--- config.mk ---
export PLATFORM = sky130hd
export DESIGN_NAME = mem_arbiter
export DESIGN_NICKNAME = d
export VERILOG_FILES = /design/src/rtl/mips_defs_pkg.sv /design/src/rtl/arb_lat_counter.sv /design/src/rtl/mem_arbiter.sv
export SDC_FILE = /design/constraint.sdc
export NUM_CORES = 1
export LEC_CHECK = 0
export CAP_MARGIN = 10
export CORE_MARGIN = 8
export CORE_UTILIZATION = 44
export DETAILED_ROUTE_END_ITERATION = 10
export GPL_ROUTABILITY_DRIVEN = 0
export GPL_TIMING_DRIVEN = 0
export PLACE_DENSITY = 0.86
export SLEW_MARGIN = 30
export SYNTH_ARGS = -nofsm -noshare
export SYNTH_HDL_FRONTEND = slang
export SYNTH_HIERARCHICAL = 1
export SYNTH_SLANG_ARGS = --single-unit
--- constraint.sdc ---
create_clock -name clk -period 2.9 [get_ports clk]
set_input_delay 0.435 -clock clk [delete_from_list [all_inputs] [get_ports clk]]
set_output_delay 0.435 -clock clk [all_outputs]
set_load 0.02 [all_outputs]
--- src/rtl/mips_defs_pkg.sv ---
// Shared definitions for the memory arbiter: FSM encoding, default timing
// parameters and the byte-to-word address helper.
package mips_defs;

  localparam int DEF_LATENCY    = 2;
  localparam int DEF_STARVE_MAX = 4;

  typedef enum logic [1:0] {
    ST_IDLE  = 2'd0,
    ST_GRANT = 2'd1,
    ST_WAIT  = 2'd2,
    ST_DONE  = 2'd3
  } arb_state_t;

  function automatic logic [31:0] word_addr(input logic [31:0] byte_addr);
    return byte_addr >> 2;
  endfunction

endpackage

--- src/rtl/arb_lat_counter.sv ---
// Memory latency countdown: loaded when the RAM strobe is issued, decremented
// while waiting, zero flag marks the cycle whose edge samples read data.
module arb_lat_counter (
  input  logic       clk,
  input  logic       i_reset,
  input  logic       i_load,
  input  logic [2:0] i_load_val,
  input  logic       i_dec,
  output logic       o_zero
);

  logic [2:0] r_count;

  always_ff @(posedge clk) begin
    if (i_reset) begin
      r_count <= '0;
    end else if (i_load) begin
      r_count <= i_load_val;
    end else if (i_dec && (r_count != 3'd0)) begin
      r_count <= r_count - 3'd1;
    end
  end

  assign o_zero = (r_count == 3'd0);

endmodule

--- src/rtl/mem_arbiter.sv ---
// Arbitrates instruction fetch and data accesses onto one single-port RAM.
// Data normally wins; a bounded starvation counter guarantees fetch progress.
module mem_arbiter
  import mips_defs::*;
#(
  parameter int LATENCY    = DEF_LATENCY,
  parameter int STARVE_MAX = DEF_STARVE_MAX
) (
  input  logic        clk,
  input  logic        reset,
  input  logic        if_req,
  input  logic [31:0] if_addr,
  output logic [31:0] if_rdata,
  output logic        if_ready,
  input  logic        dm_req,
  input  logic        dm_we,
  input  logic [31:0] dm_addr,
  input  logic [31:0] dm_wdata,
  output logic [31:0] dm_rdata,
  output logic        dm_ready,
  output logic        mem_en,
  output logic        mem_we,
  output logic [31:0] mem_addr,
  output logic [31:0] mem_wdata,
  input  logic [31:0] mem_rdata,
  output logic        stall
);

  localparam logic [2:0] LAT_LOAD   = 3'(LATENCY - 1);
  localparam logic [2:0] STARVE_LIM = 3'(STARVE_MAX);

  arb_state_t  r_state;
  logic        r_win_data;
  logic        r_we;
  logic        r_mem_en;
  logic        r_mem_we;
  logic [31:0] r_mem_addr;
  logic [31:0] r_mem_wdata;
  logic [31:0] r_if_rdata;
  logic [31:0] r_dm_rdata;
  logic        r_if_ready;
  logic        r_dm_ready;
  logic [2:0]  r_starve;

  logic w_any_req;
  logic w_pick_data;
  logic w_lat_load;
  logic w_lat_dec;
  logic w_lat_zero;

  assign w_any_req   = if_req | dm_req;
  assign w_pick_data = dm_req & ~(if_req & (r_starve == STARVE_LIM));
  assign w_lat_load  = (r_state == ST_GRANT);
  assign w_lat_dec   = (r_state == ST_WAIT) & ~w_lat_zero;

  // Counter holds LATENCY-1 after the strobe edge, so zero lands on the
  // cycle whose closing edge is LATENCY cycles after the RAM saw mem_en.
  arb_lat_counter u_lat (
    .clk        (clk),
    .i_reset    (reset),
    .i_load     (w_lat_load),
    .i_load_val (LAT_LOAD),
    .i_dec      (w_lat_dec),
    .o_zero     (w_lat_zero)
  );

  always_ff @(posedge clk) begin
    if (reset) begin
      r_state     <= ST_IDLE;
      r_win_data  <= 1'b0;
      r_we        <= 1'b0;
      r_mem_en    <= 1'b0;
      r_mem_we    <= 1'b0;
      r_mem_addr  <= '0;
      r_mem_wdata <= '0;
      r_if_rdata  <= '0;
      r_dm_rdata  <= '0;
      r_if_ready  <= 1'b0;
      r_dm_ready  <= 1'b0;
    end else begin
      r_mem_en   <= 1'b0;
      r_mem_we   <= 1'b0;
      r_if_ready <= 1'b0;
      r_dm_ready <= 1'b0;
      case (r_state)
        ST_IDLE: begin
          if (w_any_req) begin
            r_win_data  <= w_pick_data;
            r_we        <= w_pick_data & dm_we;
            r_mem_addr  <= word_addr(w_pick_data ? dm_addr : if_addr);
            r_mem_wdata <= w_pick_data ? dm_wdata : 32'd0;
            r_mem_en    <= 1'b1;
            r_mem_we    <= w_pick_data & dm_we;
            r_state     <= ST_GRANT;
          end
        end
        ST_GRANT: r_state <= ST_WAIT;
        ST_WAIT: begin
          if (w_lat_zero) begin
            if (r_win_data) begin
              if (!r_we) r_dm_rdata <= mem_rdata;
              r_dm_ready <= 1'b1;
            end else begin
              r_if_rdata <= mem_rdata;
              r_if_ready <= 1'b1;
            end
            r_state <= ST_DONE;
          end
        end
        // Requesters may still show req while ready is high; skip that cycle.
        ST_DONE: r_state <= ST_IDLE;
        default: r_state <= ST_IDLE;
      endcase
    end
  end

  always_ff @(posedge clk) begin
    if (reset || !if_req) begin
      r_starve <= '0;
    end else if ((r_state == ST_IDLE) && w_any_req) begin
      if (!w_pick_data) begin
        r_starve <= '0;
      end else if (r_starve < STARVE_LIM) begin
        r_starve <= r_starve + 3'd1;
      end
    end
  end

  assign mem_en    = r_mem_en;
  assign mem_we    = r_mem_we;
  assign mem_addr  = r_mem_addr;
  assign mem_wdata = r_mem_wdata;
  assign if_rdata  = r_if_rdata;
  assign dm_rdata  = r_dm_rdata;
  assign if_ready  = r_if_ready;
  assign dm_ready  = r_dm_ready;
  assign stall     = (if_req & ~if_ready) | (dm_req & ~dm_ready);

endmodule

== Word-level counts from Yosys, hierarchy flattened ==
Index checks and enable logic that the tools add are counted.

* Memory bits (read-only): 0
* Bits in latches: 0
* Output and inout bits: 133
* Word-level logic and storage cells: 70
* Memory bits (writable): 0
* Memories kept: 0
* Flip-flop bits (word level): 140
* Bits of input ports: 133

* Div/mod/pow operators: 0
* Reductions and logical operators: 17
* Equality and inequality tests: 7
* Shift operators: 0
* Muxes and demuxes: 12
* Order comparisons: 1
* Add/subtract/negate cells: 2
* Multiply operators: 0
* Bitwise logic cells: 17

{| class="wikitable"
|+ Operators by type and width
! operator !! number
|-
| $mux W32 || 2
|-
| $not A1 Y1 || 9
|-
| $pmux W2 S4 || 1
|-
| $and A1 B1 Y1 || 6
|-
| $mux W3 || 2
|-
| $reduce_and A2 Y1 || 3
|-
| $reduce_or A3 Y1 || 2
|-
| $mux W1 || 5
|-
| $eq A2 B2 Y1 const B || 2
|-
| $mux W2 || 2
|-
| $ne A2 B2 Y1 const B || 2
|-
| $reduce_and A4 Y1 || 1
|-
| $reduce_or A2 Y1 || 2
|-
| $add A3 B1 Y3 const B || 1
|-
| $eq A3 B3 Y1 const B || 1
|-
| $logic_not A3 Y1 || 1
|-
| $lt A3 B3 Y1 const B || 1
|-
| $reduce_and A3 Y1 || 1
|-
| $reduce_bool A3 Y1 || 1
|-
| $sub A3 B1 Y3 const B || 1
|-
| $eq A2 B1 Y1 const B || 1
|-
| $logic_and A1 B1 Y1 || 2
|-
| $logic_not A2 Y1 || 1
|-
| $ne A2 B1 Y1 const B || 1
|-
| other kinds (4) || 5
|}

== Depth between registers and ports, before layout ==
Gate-level depths: netlist of the first run.

* Depth after elaboration: 6
* Gate-level depth with buffers: 8
* Mapped depth without buffers: 7

== Hierarchy ==
The synthesis of the first run kept the hierarchy.

{| class="wikitable"
|+ Modules (own cells, without submodules)
! module !! seq. area each (um2) !! instances !! area each (um2) !! cells each
|-
| mem_arbiter || 2742.6 || 1 || 5288.8 || 630
|-
| arb_lat_counter || 60.1 || 1 || 182.7 || 21
|}

== Least setup slack after synthesis of the first run ==
Ideal clock, no wire load.

* Path type: register to register
* From: register u_lat.r_count[0]
* To: register u_lat.r_count[1]
* Data required time: 2.826 ns
* Buffers on the path: 0
* Cell stages (with the launch flop): 8
* Data arrival time: 1.598 ns
* Library setup time: 0.074 ns
* Path slack: 1.227 ns
* Cell sequence: dfxtp_1 -> inv_1 -> ha_1 -> ha_1 -> nor2b_1 -> nand2b_4 -> or3_1 -> a31oi_1

* Word-level cells in the longest chain between the ends: 4
* Elaborated cells on any way between the ends: 6
* Those cells by class: add/sub (1); bitwise (2); reduce/logical (3)

{| class="wikitable"
|+ Ends and longest elaborated chain
! what !! line !! text
|-
| from (decl) || arb_lat_counter.sv:12 || <nowiki>logic [2:0] r_count;</nowiki>
|-
| from (signal assigned) || arb_lat_counter.sv:18 || <nowiki>r_count <= i_load_val;</nowiki>
|-
| from (signal assigned) || arb_lat_counter.sv:20 || <nowiki>r_count <= r_count - 3'd1;</nowiki>
|-
| $logic_not A3 Y1 || arb_lat_counter.sv:24 || <nowiki>assign o_zero = (r_count == 3'd0);</nowiki>
|-
| via w_lat_zero || mem_arbiter.sv:49 || <nowiki>logic w_lat_zero;</nowiki>
|-
| $not A1 Y1 (no line) || n/a ||
|-
| $and A1 B1 Y1 || mem_arbiter.sv:54 || <nowiki>assign w_lat_dec = (r_state == ST_WAIT) & ~w_lat_zero;</nowiki>
|-
| via w_lat_dec || mem_arbiter.sv:48 || <nowiki>logic w_lat_dec;</nowiki>
|-
| $logic_and A1 B1 Y1 || arb_lat_counter.sv:19 || <nowiki>end else if (i_dec && (r_count != 3'd0)) begin</nowiki>
|}

The timed path passes the listed nets, and every way through them passes these cells.
A chain may end at the register's enable or synchronous reset.

== Final worst setup path of the first run ==
* From: input dm_req
* To: output stall

* Word-level cells in the longest chain between the ends: 2

{| class="wikitable"
|+ Ends and longest elaborated chain
! what !! line !! text
|-
| from (decl) || mem_arbiter.sv:15 || <nowiki>input logic dm_req,</nowiki>
|-
| $and A1 B1 Y1 || mem_arbiter.sv:137 || <nowiki>assign stall = (if_req & ~if_ready) | (dm_req & ~dm_ready);</nowiki>
|-
| $or A1 B1 Y1 || mem_arbiter.sv:137 ||
|-
| to (decl) || mem_arbiter.sv:26 || <nowiki>output logic stall</nowiki>
|}

Every way passes these cells.

==> out/summary.txt, run 1 <==
CP required - 2470 ps
Share of cells above drive strength 1 - 7.309%
Width of the die - 127.5 um
Vias after detailed routing - 5,877
First drt pass iteration count - 4
Initial antenna violation count - 1
CTS tree - yes
Mapped Cells - 651
Clk_skew - 6.157 ps
Max-cap viol count - 0
Clock sinks - 140
Max-slew headroom - 66.15%
H-tree levels - 4
# fillers - 935
CORE AREA - 12,060 sq um
Crit path max fanout - 10
Crit Path Category - in2out
Vias in the first global route - 5,848
Die Footprint - 16,260 sq um
Synth cell types - 37
Effective utilization at floorplan - 45.36%
Routed met1 length - 7994 um
Asr flop ratio synth - 0%
RSZ-0062 raised after global routing - false
Tmin final - 2508 ps
Largest net degree at the start of global routing - 17
Post-CTS Setup Inserts - 0
Worst path bufs/invs - 4
Worst reg-to-reg path cell count - 7
Crit-path cells - clkdlybuf4s50_1, inv_1, clkbuf_1, o22ai_1, clkdlybuf4s50_1
Critical path's top delay family - buffers and inverters
IR drop worst, VDD - 564.1 uV
Final Cycle Share - 86.47%
DRC violations left - 0
Highest Clock Rate - 0.3988 GHz
IO buf count - 259
Clock tree buffer depth - 2
DR WL/cell - 18.27 um
Slowest stage cell, crit path - clkdlybuf4s50_1
Hold WS - 452.8 ps
Slew Limit Fails - 0
Hpwl dp - 14,880 um
Worst skew pair latency - 420 ps
Sequential-to-total area share from yosys stat - 51.22%
Setup_tns - 0 ps
Ys flop type - dfxtp_1
Clock Pin Slew Worst Setup and Hold Paths - 60 ps
Clk root buf - clkbuf_16
Synthesis-stage register bit count - 140
1st-iter DRT viols - 388
Synth warn - 6
Wire length on met2 - 10,030 um
Worst-Margin Slew - 507.7 ps
Nets@finish - 1,073
Routed wl met3 - 1573 um
Die Y - 127.5 um
Post-cts sizing count - 0
Row count - 40
Worst Setup End Kind - output port
Critical path depth - 5
Startpoint types - input pin
Synth Cell Area - 5471 sq um
CTS Hold Buffers Added - 0
GR Overflow Total - 0
Post-DR vias/cell - 5.280
Total GRT Usage - 24.48%
Final WL - 20,340 um
First-pass GRT wire length - 31,480 um
EDFF count, synth - 0
Hold depth - 2
Arrival time worst endpoint - 2070 ps
Boundary Pins - 266
Cell leakage power - 0.003200 uW
Routed Antenna Nets - 0
Synth Area per Inst - 8.405 sq um
Count of final setup violators - 0
Final Hold Fails - 0
Area grow syn2layout - 62.02%
Critical path's most frequent cell - clkdlybuf4s50_1
Top layer reached by signal wires - met4
Worst path max stage delay - 660 ps
Number of CTS-inserted buffers - 17
Min-delay worst type - reg2reg
Power Dens Cells - 814.2 nW/um^2
Final Power - 7218 uW
Status - complete, no violations
## state kept, by name, indices dropped and copies added (netlist names), 2 cells and up
signal         flops
r_starve           3
r_state            2
if_rdata          32
mem_addr          30
mem_wdata         32
dm_rdata          32
u_lat/r_count      3
## stage by stage
| stage | area [sq um] | cells | setup slack (ps) | utilization (%) |
|---|---|---|---|---|
| 2_1_floorplan | 5483 | 654 | 1227 | - |
| 3_3_place_gp | 8285 | 1081 | 397.0 | 68.69 |
| 3_5_place_dp | 8285 | 1081 | 407.4 | 68.69 |
| 4_1_cts | 8862 | 1112 | 401.4 | 73.48 |
| 5_1_grt | 8865 | 1113 | 316.2 | 73.50 |
| 6_report | 8865 | 1113 | 392.4 | 73.50 |
## layout make-up
| class | instances | area (sq um) | share of cell area (%) |
|---|---|---|---|
| flip-flops and latches | 140 | 2803 | 31.62 |
| multi-input cells | 441 | 2291 | 25.84 |
| diodes | 1 | 2.502 | 0.02823 |
| well taps | 168 | 210.2 | 2.371 |
| inverters | 12 | 45.04 | 0.5081 |
| clock inverters | 11 | 120.1 | 1.355 |
| plain buffers | 61 | 344.1 | 3.881 |
| clock buffers | 20 | 456.7 | 5.152 |
| repair buffers | 259 | 2592 | 29.24 |
## final timing paths
| kind | to | slack [ps] | start |
|---|---|---|---|
| worst max-delay path | stall | 390 | dm_req |
| worst min-delay path | if_rdata[19]$_SDFFE_PP0P_ | 450 | if_rdata[19]$_SDFFE_PP0P_ |
| worst max register to register | u_lat/r_count[1]$_SDFFE_PP0P_ | 1030 | u_lat/r_count[0]$_SDFFE_PP0P_ |
| worst min register to register | if_rdata[19]$_SDFFE_PP0P_ | 450 | if_rdata[19]$_SDFFE_PP0P_ |
## worst reg2reg max path, cell delays in order (launching register included)
cell and delay [ps]:
dfxtp_1 340, inv_1 50, ha_1 190, ha_1 260, nor2b_1 350, nand2b_4 110
or3_1 320, a31oi_1 180
## cells in the final DEF, fill, tap and decap left out, drive strengths merged
cell / netlist / routed
a21oi: 97 / 97
a22oi: 1 / 1
a311oi: 1 / 1
a31oi: 33 / 33
a32oi: 32 / 32
and2: 1 / 1
and3: 1 / 1
and3b: 2 / 2
and4: 1 / 1
and4b: 1 / 1
buf: 39 / 39
bufinv: 0 / 2
clkbuf: 22 / 42
clkdlybuf4s50: 0 / 259
clkinv: 0 / 6
clkinvlp: 0 / 3
conb: 2 / 5
dfxtp: 140 / 140
diode: 0 / 1
ha: 8 / 8
inv: 12 / 12
nand2: 135 / 135
nand2b: 1 / 1
nand3: 2 / 2
nand3b: 3 / 3
nand4: 1 / 1
nand4b: 1 / 1
nor2: 37 / 37
nor2b: 2 / 2
nor3b: 2 / 2
o21a: 4 / 4
o21ai: 64 / 64
o221ai: 1 / 1
o22ai: 1 / 1
o311a: 1 / 1
or3: 2 / 2
xnor2: 1 / 1
## cell usage after synthesis (all sizes together) (2+ instances only)
cell | number | area share (%)
and3b | 2 | 0.32
buf | 39 | 4.8
inv | 12 | 0.82
nand3 | 2 | 0.18
ha | 8 | 1.8
nand2 | 135 | 9.3
a31oi | 33 | 3.8
conb | 2 | 0.14
a32oi | 32 | 5.1
a21oi | 97 | 8.9
clkbuf | 22 | 1.5
nor2b | 2 | 0.23
o21ai | 64 | 5.9
nand3b | 3 | 0.41
nor3b | 2 | 0.27
o21a | 4 | 0.55
or3 | 2 | 0.23
dfxtp | 140 | 51
nor2 | 37 | 2.5
## kinds of logic after synthesis
group                      Yosys count  share of synthesized area, %
AOI/OAI and AO/OA                  235                         24.99
and+or+nand+nor                    192                         14.54
DFF                                140                         51.22
buffers and inverters               73                         7.112
adders and majority gates            8                         1.829
other                                2                        0.1373
xor gates and xnor gates             1                        0.1601
## power breakdown
part | internal [uW] | total [uW] | leakage, uW | switching (uW)
combinational | 1190 | 2610 | 0.00178 | 1420
clock | 1300 | 2120 | 0.000278 | 816
sequential | 2300 | 2490 | 0.00114 | 195
total | 4790 | 7220 | 0.00320 | 2430
## routing by layer
metal	up-vias	track usage [%]
li1	2828	-
met1	2751	28.00
met2	254	41.60
met3	44	5.907
met4	0	12.88
met5	-	0
No activity file was read; power rests on OpenSTA's default activity.
==> run 2: changes to the inputs <==
SETUP_SLACK_MARGIN = 0.2   (was default)
==> results of run 2 <==
No change in the layout: final DEF, timing and power equal those of run 1.
==> run 3: changes to the inputs <==
CORE_MARGIN = 3   (was 8)
CTS_CLUSTER_DIAMETER = 40   (was default)
==> out/summary.txt, run 3 (synthesized netlist as in run 1, its figures left out) <==
Post-cts sizing count - 0 (unchanged)
RSZ-0062 raised after global routing - false
Commonest non-fill, non-tap cell in the layout - clkdlybuf4s50_1
Routed Antenna Nets - 0 (unchanged)
Highest Clock Rate - 0.3998 GHz (+0.25%)
Sequential power share - 33.6% (-1.0 points)
Worst-Margin Slew - 560.2 ps (+52.50 ps)
Area grow syn2layout - 63.07%
IR drop worst, VDD - 454.2 uV (-19%)
Final cell count without fillers - 1,113 (unchanged)
Internal power - 4997 uW (+4.3%)
Total GRT Usage - 27.01% (+2.5 points)
Post-place setup slack - 413.8 ps (+6.401 ps)
Vias after detailed routing - 5,965 (+1.5%)
Hold depth - 2 (unchanged)
Max-slew headroom - 62.65% (-3.5 points)
Slew Limit Fails - 0 (unchanged)
Min-delay worst type - reg2reg
Hold endpoint - dm_rdata[19]$_SDFFE_PP0P_
Die Y - 117.5 um (-7.8%)
Status - complete, no violations
Worst skew pair latency - 430 ps (about the same)
Nets@finish - 1,073 (unchanged)
Arrival time worst endpoint - 2070 ps (about the same)
Vias in the first global route - 5,698 (-2.6%)
GR Overflow Total - 0 (unchanged)
Clock tree buffer depth - 2 (unchanged)
First-pass GRT wire length - 30,080 um (-4.4%)
Comb pwr share - 34.9% (-1.2 points)
Worst Setup End Kind - output port
Setup_tns - 0 ps (unchanged)
Clock Pin Slew Worst Setup and Hold Paths - 60 ps (about the same)
Crit Path Category - in2out
Highest-count cells in the layout ignoring fill and taps - clkdlybuf4s50_1 (259), dfxtp_1 (140), nand2_1 (135)
Width of the die - 117.5 um (-7.8%)
Cell leakage power - 0.003229 uW (+0.90%)
Switch share - 32.79% (-0.83 points)
Count of final setup violators - 0 (unchanged)
First drt pass iteration count - 7 (+3)
Row count - 40 (unchanged)
R2r endpoint - u_lat/r_count[1]$_SDFFE_PP0P_
CTS tree - yes
CORE AREA - 12,060 sq um (unchanged)
Sw Pwr - 2438 uW (+0.46%)
DRC violations left - 0 (unchanged)
Hold WS - 451.0 ps (-1.818 ps)
Boundary Pins - 266 (unchanged)
Final Cycle Share - 86.25% (-0.22 points)
Final WL - 19,110 um (-6.1%)
Cells after DPL - 1,081 (unchanged)
Post-DR vias/cell - 5.359 (+1.5%)
Largest net degree at the start of global routing - 17 (unchanged)
Final Hold Fails - 0 (unchanged)
R2R Setup Slk - 1000 ps (-30 ps)
Post-CTS Setup Inserts - 0 (unchanged)
Startpoint types - input pin
Clock sinks - 140 (unchanged)
Hpwl dp - 13,630 um (-8.4%)
Effective utilization at floorplan - 45.36% (unchanged)
Crit path max fanout - 10 (unchanged)
DR WL/cell - 17.17 um (-6.1%)
H-tree levels - 4 (unchanged)
Antenna Cells - 0 (-1)
Die Footprint - 13,810 sq um (-15%)
IO buf count - 259 (unchanged)
Share of cells above drive strength 1 - 7.302% (-0.0077 points)
Max-cap viol count - 0 (unchanged)
Number of CTS-inserted buffers - 17 (unchanged)
Tmin final - 2501 ps (-6.335 ps)
CP required - 2470 ps (about the same)
Hold wc startpoint - dm_rdata[19]$_SDFFE_PP0P_
Clk root buf - clkbuf_16
Worst reg-to-reg path cell count - 7 (unchanged)
Fin worst setup slack - 398.7 ps (+6.335 ps)
Clk_skew - 7.294 ps (+1.136 ps)
1st-iter DRT viols - 538 (+39%)
Clock power share - 31.5% (+2.2 points)
Power Dens Cells - 833.3 nW/um^2 (+2.3%)
Initial antenna violation count - 0 (-1)
Worst r2r src - u_lat/r_count[0]$_SDFFE_PP0P_
CTS Hold Buffers Added - 0 (unchanged)
## run 3: stage by stage
stage / area [sq um] / total power, uW / util [%]
2_1_floorplan: 5483 / 3925 / -
3_3_place_gp: 8285 / 5042 / 68.69
3_5_place_dp: 8285 / 5090 / 68.69
4_1_cts: 8922 / 7441 / 73.97
5_1_grt: 8922 / 7749 / 73.97
6_report: 8922 / 7435 / 73.97
## run 3: power groups by stage
| stage | logic [uW] | registers (uW) | clock network, uW |
|---|---|---|---|
| after floorplan | 997 | 2930 | 0 |
| after detailed placement | 2560 | 2530 | 0 |
| after global placement | 2530 | 2510 | 0 |
| final | 2590 | 2500 | 2340 |
| after global routing | 2780 | 2540 | 2430 |
| after CTS | 2590 | 2500 | 2350 |
## run 3: worst max path at each step
stage / startpoint / to / slack, ps / depth (start not counted)
2_1_floorplan: u_lat/r_count[0]$_SDFFE_PP0P_ / u_lat/r_count[1]$_SDFFE_PP0P_ / 1230 / 7
3_3_place_gp: dm_req / stall / 400 / 5
3_5_place_dp: dm_req / stall / 410 / 5
4_1_cts: dm_req / stall / 410 / 5
5_1_grt: dm_req / stall / 290 / 5
6_report: dm_req / stall / 400 / 5
## run 3: layer usage
metal | vias to the layer above | track usage, % | routed length [um]
met2 | 266 | 45.30 | 9279
met5 | - | 0 | 0
li1 | 2836 | - | -
met3 | 63 | 8.169 | 1397
met1 | 2800 | 31.92 | 7597
met4 | 0 | 12.23 | 834
## run 3: cell type report
class,instances,area [sq um]
buffer,61,344.1
clock buffer,22,474.2
clock inverter,10,162.7
fill,910,3139
inverter,12,45.04
multi-input combinational,441,2291
sequential,140,2803
tap,168,210.2
timing repair buffer,259,2592
## run 3: worst max-delay path, stage by stage
cell,delay [ps]
clkdlybuf4s50_1,490
inv_1,110
clkbuf_1,220
o22ai_1,150
clkdlybuf4s50_1,650
